### src/rtl/param_regfile_if.sv
// Bus interface for param_regfile: write port, two read ports, clear
// request and status. clk/rst stay outside as plain module ports.
interface param_regfile_if #(
  parameter int unsigned DATA_W = 64,
  parameter int unsigned ADDR_W = 5
);
  logic              wr_en;
  logic [ADDR_W-1:0] wr_addr;
  logic [DATA_W-1:0] wr_data;
  logic [ADDR_W-1:0] rd_addr1;
  logic [ADDR_W-1:0] rd_addr2;
  logic [DATA_W-1:0] rd_data1;
  logic [DATA_W-1:0] rd_data2;
  logic              clr_req;
  logic              busy;
  logic              wr_drop;

  modport master (
    output wr_en, wr_addr, wr_data, rd_addr1, rd_addr2, clr_req,
    input  rd_data1, rd_data2, busy, wr_drop
  );

  modport slave (
    input  wr_en, wr_addr, wr_data, rd_addr1, rd_addr2, clr_req,
    output rd_data1, rd_data2, busy, wr_drop
  );
endinterface

### src/rtl/param_regfile.sv
// param_regfile: 2-read / 1-write register file with a sequential clear
// engine (one entry per cycle). Optional same-cycle write-to-read bypass
// is enabled by defining PARAM_REGFILE_BYPASS_EN; default build reads the
// stored (pre-write) value.
module param_regfile #(
  parameter int unsigned DATA_W   = 64,
  parameter int unsigned ADDR_W   = 5,
  parameter int unsigned ZERO_REG = 1
) (
  input  logic           clk,
  input  logic           rst,
  param_regfile_if.slave bus
);
  localparam int unsigned DEPTH = 2 ** ADDR_W;
  localparam logic [ADDR_W-1:0] LAST_IDX = '1;

  localparam logic [0:0] S_IDLE  = 1'b0;
  localparam logic [0:0] S_CLEAR = 1'b1;

  logic [0:0]        state_q, state_d;
  logic [ADDR_W-1:0] idx_q, idx_d;
  logic              wr_drop_q, wr_drop_d;

  logic [DATA_W-1:0] mem_q [DEPTH];
  logic              mem_we;
  logic [ADDR_W-1:0] mem_waddr;
  logic [DATA_W-1:0] mem_wdata;

  logic              zero1, zero2;

  // Next-state, clear index and storage write-port selection.
  always_comb begin
    state_d   = state_q;
    idx_d     = idx_q;
    wr_drop_d = 1'b0;
    mem_we    = 1'b0;
    mem_waddr = bus.wr_addr;
    mem_wdata = bus.wr_data;
    case (state_q)
      S_IDLE: begin
        // Writes to entry 0 are silently discarded when it is hardwired.
        if (bus.wr_en && !((ZERO_REG != 0) && (bus.wr_addr == '0))) begin
          mem_we = 1'b1;
        end
        if (bus.clr_req) begin
          state_d = S_CLEAR;
          idx_d   = '0;
        end
      end
      S_CLEAR: begin
        mem_we    = 1'b1;
        mem_waddr = idx_q;
        mem_wdata = '0;
        wr_drop_d = bus.wr_en;
        if (idx_q == LAST_IDX) begin
          state_d = S_IDLE;
          idx_d   = '0;
        end else begin
          idx_d = idx_q + 1'b1;
        end
      end
      default: begin
        state_d = S_CLEAR;
        idx_d   = '0;
      end
    endcase
  end

  // Control state; reset parks the engine at the start of a full clear.
  always_ff @(posedge clk or posedge rst) begin
    if (rst) begin
      state_q   <= S_CLEAR;
      idx_q     <= '0;
      wr_drop_q <= 1'b0;
    end else begin
      state_q   <= state_d;
      idx_q     <= idx_d;
      wr_drop_q <= wr_drop_d;
    end
  end

  // Storage array; never reset directly, the clear engine zeroes it.
  always_ff @(posedge clk) begin
    if (mem_we) begin
      mem_q[mem_waddr] <= mem_wdata;
    end
  end

  assign zero1 = (ZERO_REG != 0) && (bus.rd_addr1 == '0);
  assign zero2 = (ZERO_REG != 0) && (bus.rd_addr2 == '0);

`ifdef PARAM_REGFILE_BYPASS_EN
  logic byp_v;
  assign byp_v = (state_q == S_IDLE) && bus.wr_en;
  assign bus.rd_data1 = zero1 ? '0 :
                        (byp_v && (bus.rd_addr1 == bus.wr_addr)) ? bus.wr_data :
                        mem_q[bus.rd_addr1];
  assign bus.rd_data2 = zero2 ? '0 :
                        (byp_v && (bus.rd_addr2 == bus.wr_addr)) ? bus.wr_data :
                        mem_q[bus.rd_addr2];
`else
  assign bus.rd_data1 = zero1 ? '0 : mem_q[bus.rd_addr1];
  assign bus.rd_data2 = zero2 ? '0 : mem_q[bus.rd_addr2];
`endif

  assign bus.busy    = (state_q == S_CLEAR);
  assign bus.wr_drop = wr_drop_q;
endmodule

### src/flat_wrapper.sv
// flat-port wrapper written by rule: the top's interface ports become plain ports
module param_regfile_flat 
#(
  parameter int unsigned DATA_W   = 64,
  parameter int unsigned ADDR_W   = 5,
  parameter int unsigned ZERO_REG = 1
)
  (clk, rst, bus_wr_en, bus_wr_addr, bus_wr_data, bus_rd_addr1, bus_rd_addr2, bus_clr_req, bus_rd_data1, bus_rd_data2, bus_busy, bus_wr_drop);
  param_regfile_if #(.DATA_W(DATA_W), .ADDR_W(ADDR_W)) bus_i ();
  input  logic clk;
  input  logic rst;
  input wire logic [$bits(bus_i.wr_en)-1:0] bus_wr_en;
  input wire logic [$bits(bus_i.wr_addr)-1:0] bus_wr_addr;
  input wire logic [$bits(bus_i.wr_data)-1:0] bus_wr_data;
  input wire logic [$bits(bus_i.rd_addr1)-1:0] bus_rd_addr1;
  input wire logic [$bits(bus_i.rd_addr2)-1:0] bus_rd_addr2;
  input wire logic [$bits(bus_i.clr_req)-1:0] bus_clr_req;
  output wire logic [$bits(bus_i.rd_data1)-1:0] bus_rd_data1;
  output wire logic [$bits(bus_i.rd_data2)-1:0] bus_rd_data2;
  output wire logic [$bits(bus_i.busy)-1:0] bus_busy;
  output wire logic [$bits(bus_i.wr_drop)-1:0] bus_wr_drop;
  assign bus_i.wr_en = bus_wr_en;
  assign bus_i.wr_addr = bus_wr_addr;
  assign bus_i.wr_data = bus_wr_data;
  assign bus_i.rd_addr1 = bus_rd_addr1;
  assign bus_i.rd_addr2 = bus_rd_addr2;
  assign bus_i.clr_req = bus_clr_req;
  assign bus_rd_data1 = bus_i.rd_data1;
  assign bus_rd_data2 = bus_i.rd_data2;
  assign bus_busy = bus_i.busy;
  assign bus_wr_drop = bus_i.wr_drop;
  param_regfile #(.DATA_W(DATA_W), .ADDR_W(ADDR_W), .ZERO_REG(ZERO_REG)) u_core (.clk(clk), .rst(rst), .bus(bus_i));
endmodule
### config.mk
export PLATFORM = sky130hd
export DESIGN_NAME = param_regfile_flat
export DESIGN_NICKNAME = d
export VERILOG_FILES = /design/src/rtl/param_regfile_if.sv /design/src/rtl/param_regfile.sv /design/src/flat_wrapper.sv
export SDC_FILE = /design/constraint.sdc
export NUM_CORES = 2
export LEC_CHECK = 0
export ABC_CLOCK_PERIOD_IN_PS = 4400
export CAP_MARGIN = 25
export CORE_ASPECT_RATIO = 1.75
export CORE_UTILIZATION = 25
export CTS_CLUSTER_SIZE = 30
export DETAILED_ROUTE_END_ITERATION = 8
export DONT_BUFFER_PORTS = 1
export PLACE_DENSITY = 0.38
export SLEW_MARGIN = 10
export SYNTH_ARGS = -nofsm -noshare
export SYNTH_HDL_FRONTEND = slang
export SYNTH_SLANG_ARGS = --single-unit
### constraint.sdc
create_clock -name clk -period 4.4 [get_ports clk]
set_clock_uncertainty 0.15 [all_clocks]
set_input_delay 0.88 -clock clk [delete_from_list [all_inputs] [get_ports clk]]
set_output_delay 0.88 -clock clk [all_outputs]
set_load 0.03 [all_outputs]
# Yosys cells after proc, flatten, opt, wreduce, memory -nomap -nowiden
# Memory sizes are Yosys's and may differ from the RTL's.
# Index checks and enable logic that the tools add are counted.
dict set report classes {
  n_reduce_logical 5
  n_eq_ne 2
  addsub 1
  bitwise 1
  muxes 15
}
# op count
set ops {}
lappend ops {{$mux W64} 3}
lappend ops {{$logic_not A5 Y1} 3}
lappend ops {{$mux W5} 3}
lappend ops {{$pmux W5 S2} 1}
lappend ops {{$mux W1} 6}
lappend ops {{$add A5 B1 Y5 const B} 1}
lappend ops {{$eq A5 B5 Y1 const B} 1}
lappend ops {{$pmux W1 S2} 2}
lappend ops {{$ne A2 B2 Y1 const B} 1}
lappend ops {{$logic_and A1 B1 Y1} 1}
lappend ops {{$logic_not A1 Y1} 1}
lappend ops {{$not A1 Y1} 1}
dict set report word_totals {
  elab_cells 28
  ram_bits 2048
  n_memories 1
  in_bits 83
  regBits 7
  out_inout_bits 130
}
# name depth width read_ports rd_ports_with_merged_regs write_ports line
set mem_list {}
lappend mem_list {u_core.mem_q 32 64 2 0 1 param_regfile.sv:24} ;# logic [DATA_W-1:0] mem_q [DEPTH];

# Longest topological paths before layout
dict set report depth {
  ltp_word 7
  ltp_mapped 10
  ltp_nobuf 7
}

# Worst setup path before layout
# OpenSTA, ideal clock, no wires.
dict set report synth_path {
  path_kind {flip-flop to flip-flop}
  from {register u_core.state_q (netlist: u_core.bus.busy)}
  to {memory u_core.mem_q[18][0], enable pin}
  arrival_ns 4.347
  period_less_slack_ns 4.983
  setup_time_ns 0.487
  required_ns 3.763
  stages_incl_launch_ff 6
  path_buffers 2
  slack_ns -0.583
  cell_sequence {dfstp_2 -> clkbuf_1 -> clkbuf_1 -> mux2i_1 -> nand2_1 -> nor2_1}
}
dict set report synth_via {
  elab_chain_len 4
  elab_cells_between_ends 5
  classes_between {mux: 4; bitwise: 1}
}
# item line
set synth_lines {}
lappend synth_lines {{start: declaration} param_regfile.sv:20} ;# logic [0:0] state_q, state_d;
lappend synth_lines {{start signal: assignment} param_regfile.sv:76} ;# state_q <= state_d;
lappend synth_lines {{$not A1 Y1} param_regfile.sv:39} ;# case (state_q)
lappend synth_lines {{$pmux W1 S2} param_regfile.sv:39}
lappend synth_lines {{$mux W1} param_regfile.sv:84} ;# if (mem_we) begin
lappend synth_lines {{$mux W1 (implied by the code)} param_regfile.sv:85} ;# mem_q[mem_waddr] <= mem_wdata;
lappend synth_lines {{end: declaration} param_regfile.sv:24}
# Parallel ways exist; a longest one is shown, timed or not.

# Worst setup path after layout
dict set report layout_path {
  from {input port bus_rd_addr1[0]}
  to {output port bus_rd_data1[23]}
}
dict set report layout_via {
  elab_chain_len 2
  elab_cells_between_ends 3
  classes_between {mux: 1; reduce/logical: 1; memory: 1}
}
# item line
set layout_lines {}
lappend layout_lines {{start: declaration} flat_wrapper.sv:15} ;# input wire logic [$bits(bus_i.rd_addr1)-1:0] bus_rd_addr1;
lappend layout_lines {{$mem_v2 Z32 W64 or $logic_not A5 Y1 (tied branches)} n/a}
lappend layout_lines {{$mux W64 (*)} param_regfile.sv:102} ;# assign bus.rd_data1 = zero1 ? '0 : mem_q[bus.rd_addr1];
lappend layout_lines {{end: declaration} flat_wrapper.sv:18} ;# output wire logic [$bits(bus_i.rd_data1)-1:0] bus_rd_data1;
# Mark *: on every way between the ends. The rest lies on a longest branch, timed or not.

==> impl_metrics.json <==
{
  "status": "finished with violations",
  "violations": "negative setup slack",
  "relSlewSlack_pct": 14.6,
  "first_pass_iters": 5,
  "rsz0062_at_grt": "yes",
  "first_global_vias": 54700,
  "yosysTopAreaCellShare_pct": 64.9,
  "fillCellCount": 36500,
  "min_period_ns": 4.48,
  "grt_max_degree": 530,
  "grt-ovfl-total": 0,
  "layout_commonest_cell": "edfxtp_1",
  "drv_cap": 0,
  "power_leakage_uw": 0.0358,
  "die_h_um": 816,
  "finalNetCount": 4777,
  "cts_root_buf": "clkbuf_16",
  "h-tree-depth": 4,
  "mostFrequentLayoutCells": "edfxtp_1, mux4_2, mux2i_1",
  "viasPerCell": 5.15,
  "gp_congestion": 0.720,
  "ys_seq_area_share_pct": 65.1,
  "synth.distinct_cells": 56,
  "synthCells": 4401,
  "drc_errors": 0,
  "switchingPower_uw": 15000,
  "tritoncts": "built",
  "clock-sinks": 2054,
  "ys_ff_latch": 2054,
  "slew_viol_final": 0,
  "synth_nets": 4486,
  "globalRouteTotalUtil_pct": 18.4,
  "drive_gt1_share_pct": 41.0,
  "dieArea_sq_um": 381000,
  "finalCritPeriodShare_pct": 102,
  "netlist_area_sq_um": 94700,
  "synth_edf_count": 2047,
  "start_util_pct": 25.1,
  "combPwrFrac_pct": 18.1,
  "synth_flop_cell": "edfxtp_1",
  "critPathCaptureType": "primary output",
  "cp_data_required_time_ns": 3.37,
  "dp_slack_ns": -0.0780,
  "ant_nets": 0,
  "vias": 50600,
  "detail_route.iter0.violations": 4216,
  "worst_pin_slew_ns": 1.28,
  "finalPower_uw": 54200,
  "setup_viol": 4,
  "seqPwrFrac_pct": 46.7,
  "placedInstanceArea_sq_um": 104000,
  "synthArstFlopShare_pct": 0.341,
  "hold_class": "in2reg",
  "rows": 298,
  "dpl.hpwl_um": 190000,
  "cts_buffers": 218,
  "start_kind": "input pin",
  "tns_ns": -0.181,
  "finalHoldViolCount": 0,
  "grt_antenna_before_repair": 46,
  "clk-insertion-delay-late_ns": 0.88,
  "grt_pass1_wl_um": 481000,
  "crit_type": "in2out",
  "switching_share_pct": 27.6,
  "power_density_nw_per_um2": 482,
  "pwr-share-clk_pct": 35.2,
  "routed_wirelength_um": 370000,
  "p_int_uw": 39300,
  "ir_drop_mv": 0.314,
  "cts_buffer_depth": 4,
  "cts.clk_slew.worst_paths_ns": 0.06,
  "wl_per_cell_um": 37.6,
  "core_sq_um": 377000,
  "cp.arrival_ns": 3.45,
  "cp_max_fo": 507,
  "synth_area_leaders": "edfxtp_1, mux4_2, mux2i_1",
  "ys_warn_count": 0,
  "io_buffers": 0,
  "syn_to_final_growth_pct": 18.8,
  "avgSynthCellArea_sq_um": 21.5,
  "final.setup.worst_slack_ns": -0.0813,
  "yosysTopAreaCell": "edfxtp_1",
  "io-pin-count": 213,
  "stdcell_area_sq_um": 113000,
  "die_x_um": 467,
  "fmaxAchievable_ghz": 0.223
}
==> cells by family (layout without fill, tap and decap cells) <==
logic type	Yosys count	after routing	share of synthesized area (%)
simple gates	254	254	1.40
compound gates	317	317	2.40
mux	1413	1413	29.3
flops	2054	2054	65.1
fa+ha+maj	2	2	0.0264
buf+inv	361	825	1.78
other cells	0	14	0
==> state kept, by name (all words and copies together) (netlist names) <==
name,cells
u_core.mem_q,2047
u_core.bus.wr_drop,1
u_core.bus.busy,1
u_core.idx_q,5
==> cell type report <==
class	count	area, sq um	area share, %
clock buffer	260	5720	5.08
antenna	14	35.0	0.0311
timing repair buffer	419	5410	4.81
clock inverter	133	1390	1.23
tap	4950	6190	5.50
sequential	2054	61600	54.8
multi-input combinational	1986	32100	28.5
inverter	13	63.8	0.0567
==> worst max-delay path: stages <==
cell       delay [ns]
mux4_2           0.89
mux4_2           0.48
a2bb2oi_2        0.17
o21ai_1          0.12
buf_4            0.16
buf_4            0.16
==> layer usage <==
| layer | global-route usage [%] | share of wire [%] | routed length (um) | vias up |
|---|---|---|---|---|
| met4 | 3.71 | 1.9 | 7150 | 22 |
| li1 | - | - | - | 20000 |
| met1 | 23.5 | 41 | 150000 | 28800 |
| met5 | 0 | 0.037 | 138 | - |
| met2 | 33.0 | 53 | 196000 | 1384 |
| met3 | 2.40 | 4.4 | 16400 | 373 |
==> final timing paths <==
path,from,end,slack [ns],depth (start not counted)
max,bus_rd_addr1[0],bus_rd_data1[23],-0.08,6
min,bus_clr_req,u_core.idx_q[3],0.19,2
max reg2reg,u_core.bus.busy,u_core.mem_q[3][1],1.03,4
min reg2reg,u_core.idx_q[2],u_core.idx_q[2],0.43,2
max in group asynchronous,rst,u_core.bus.busy,3.52,2
min in group asynchronous,rst,u_core.idx_q[2],0.27,2
==> synthesized netlist by cell type, types with 5 or more instances <==
cell type  instances
mux2_2            44
nor3_1             8
mux2i_1          287
o32ai_1            5
inv_1             10
nor2_1            52
a2111oi_0          5
buf_2            138
buf_1             50
clkbuf_1         126
buf_6              9
nor4_1             8
a21o_1            49
mux4_2          1082
nand3_1           14
nand2b_1          21
edfxtp_1        2047
a221oi_1           7
a22oi_1           10
o22ai_1           84
a21oi_1            5
dfrtp_1            6
a221o_1           15
buf_4             25
nand2_1           55
a2bb2oi_1         42
nor2b_1           73
o22a_1             5
o21ai_0           51
a31oi_1            8
==> what timing repair did <==
item / CTS / global route
buffers inserted: 0 / 19
gates cloned: 0 / 28
resized for setup: 3 / 42
endpoints found under the hold margin: 13 / 0
hold buffers: 3 / 0
endpoints found under the setup margin: 3 / 125
pin swaps: 0 / 6
==> per-stage QoR <==
stage	hold slack [ns]	cells	utilization (%)
floorplan	0.353	4401	-
global placement	0.405	9308	27.4
detailed placement	0.422	9347	27.6
CTS	0.118	9743	29.5
global route	0.150	9818	29.9
finish	0.186	9829	29.9
==> power by group through the flow <==
stage	sequential (uW)	combinational, uW	clock, uW
after detailed placement	25800	9420	0
final	25300	9800	19100
after CTS	25300	9440	19600
after floorplan	25600	5410	0
after global placement	25600	9280	0
after global routing	25600	10300	20200
(Power assumes the default switching activity.)
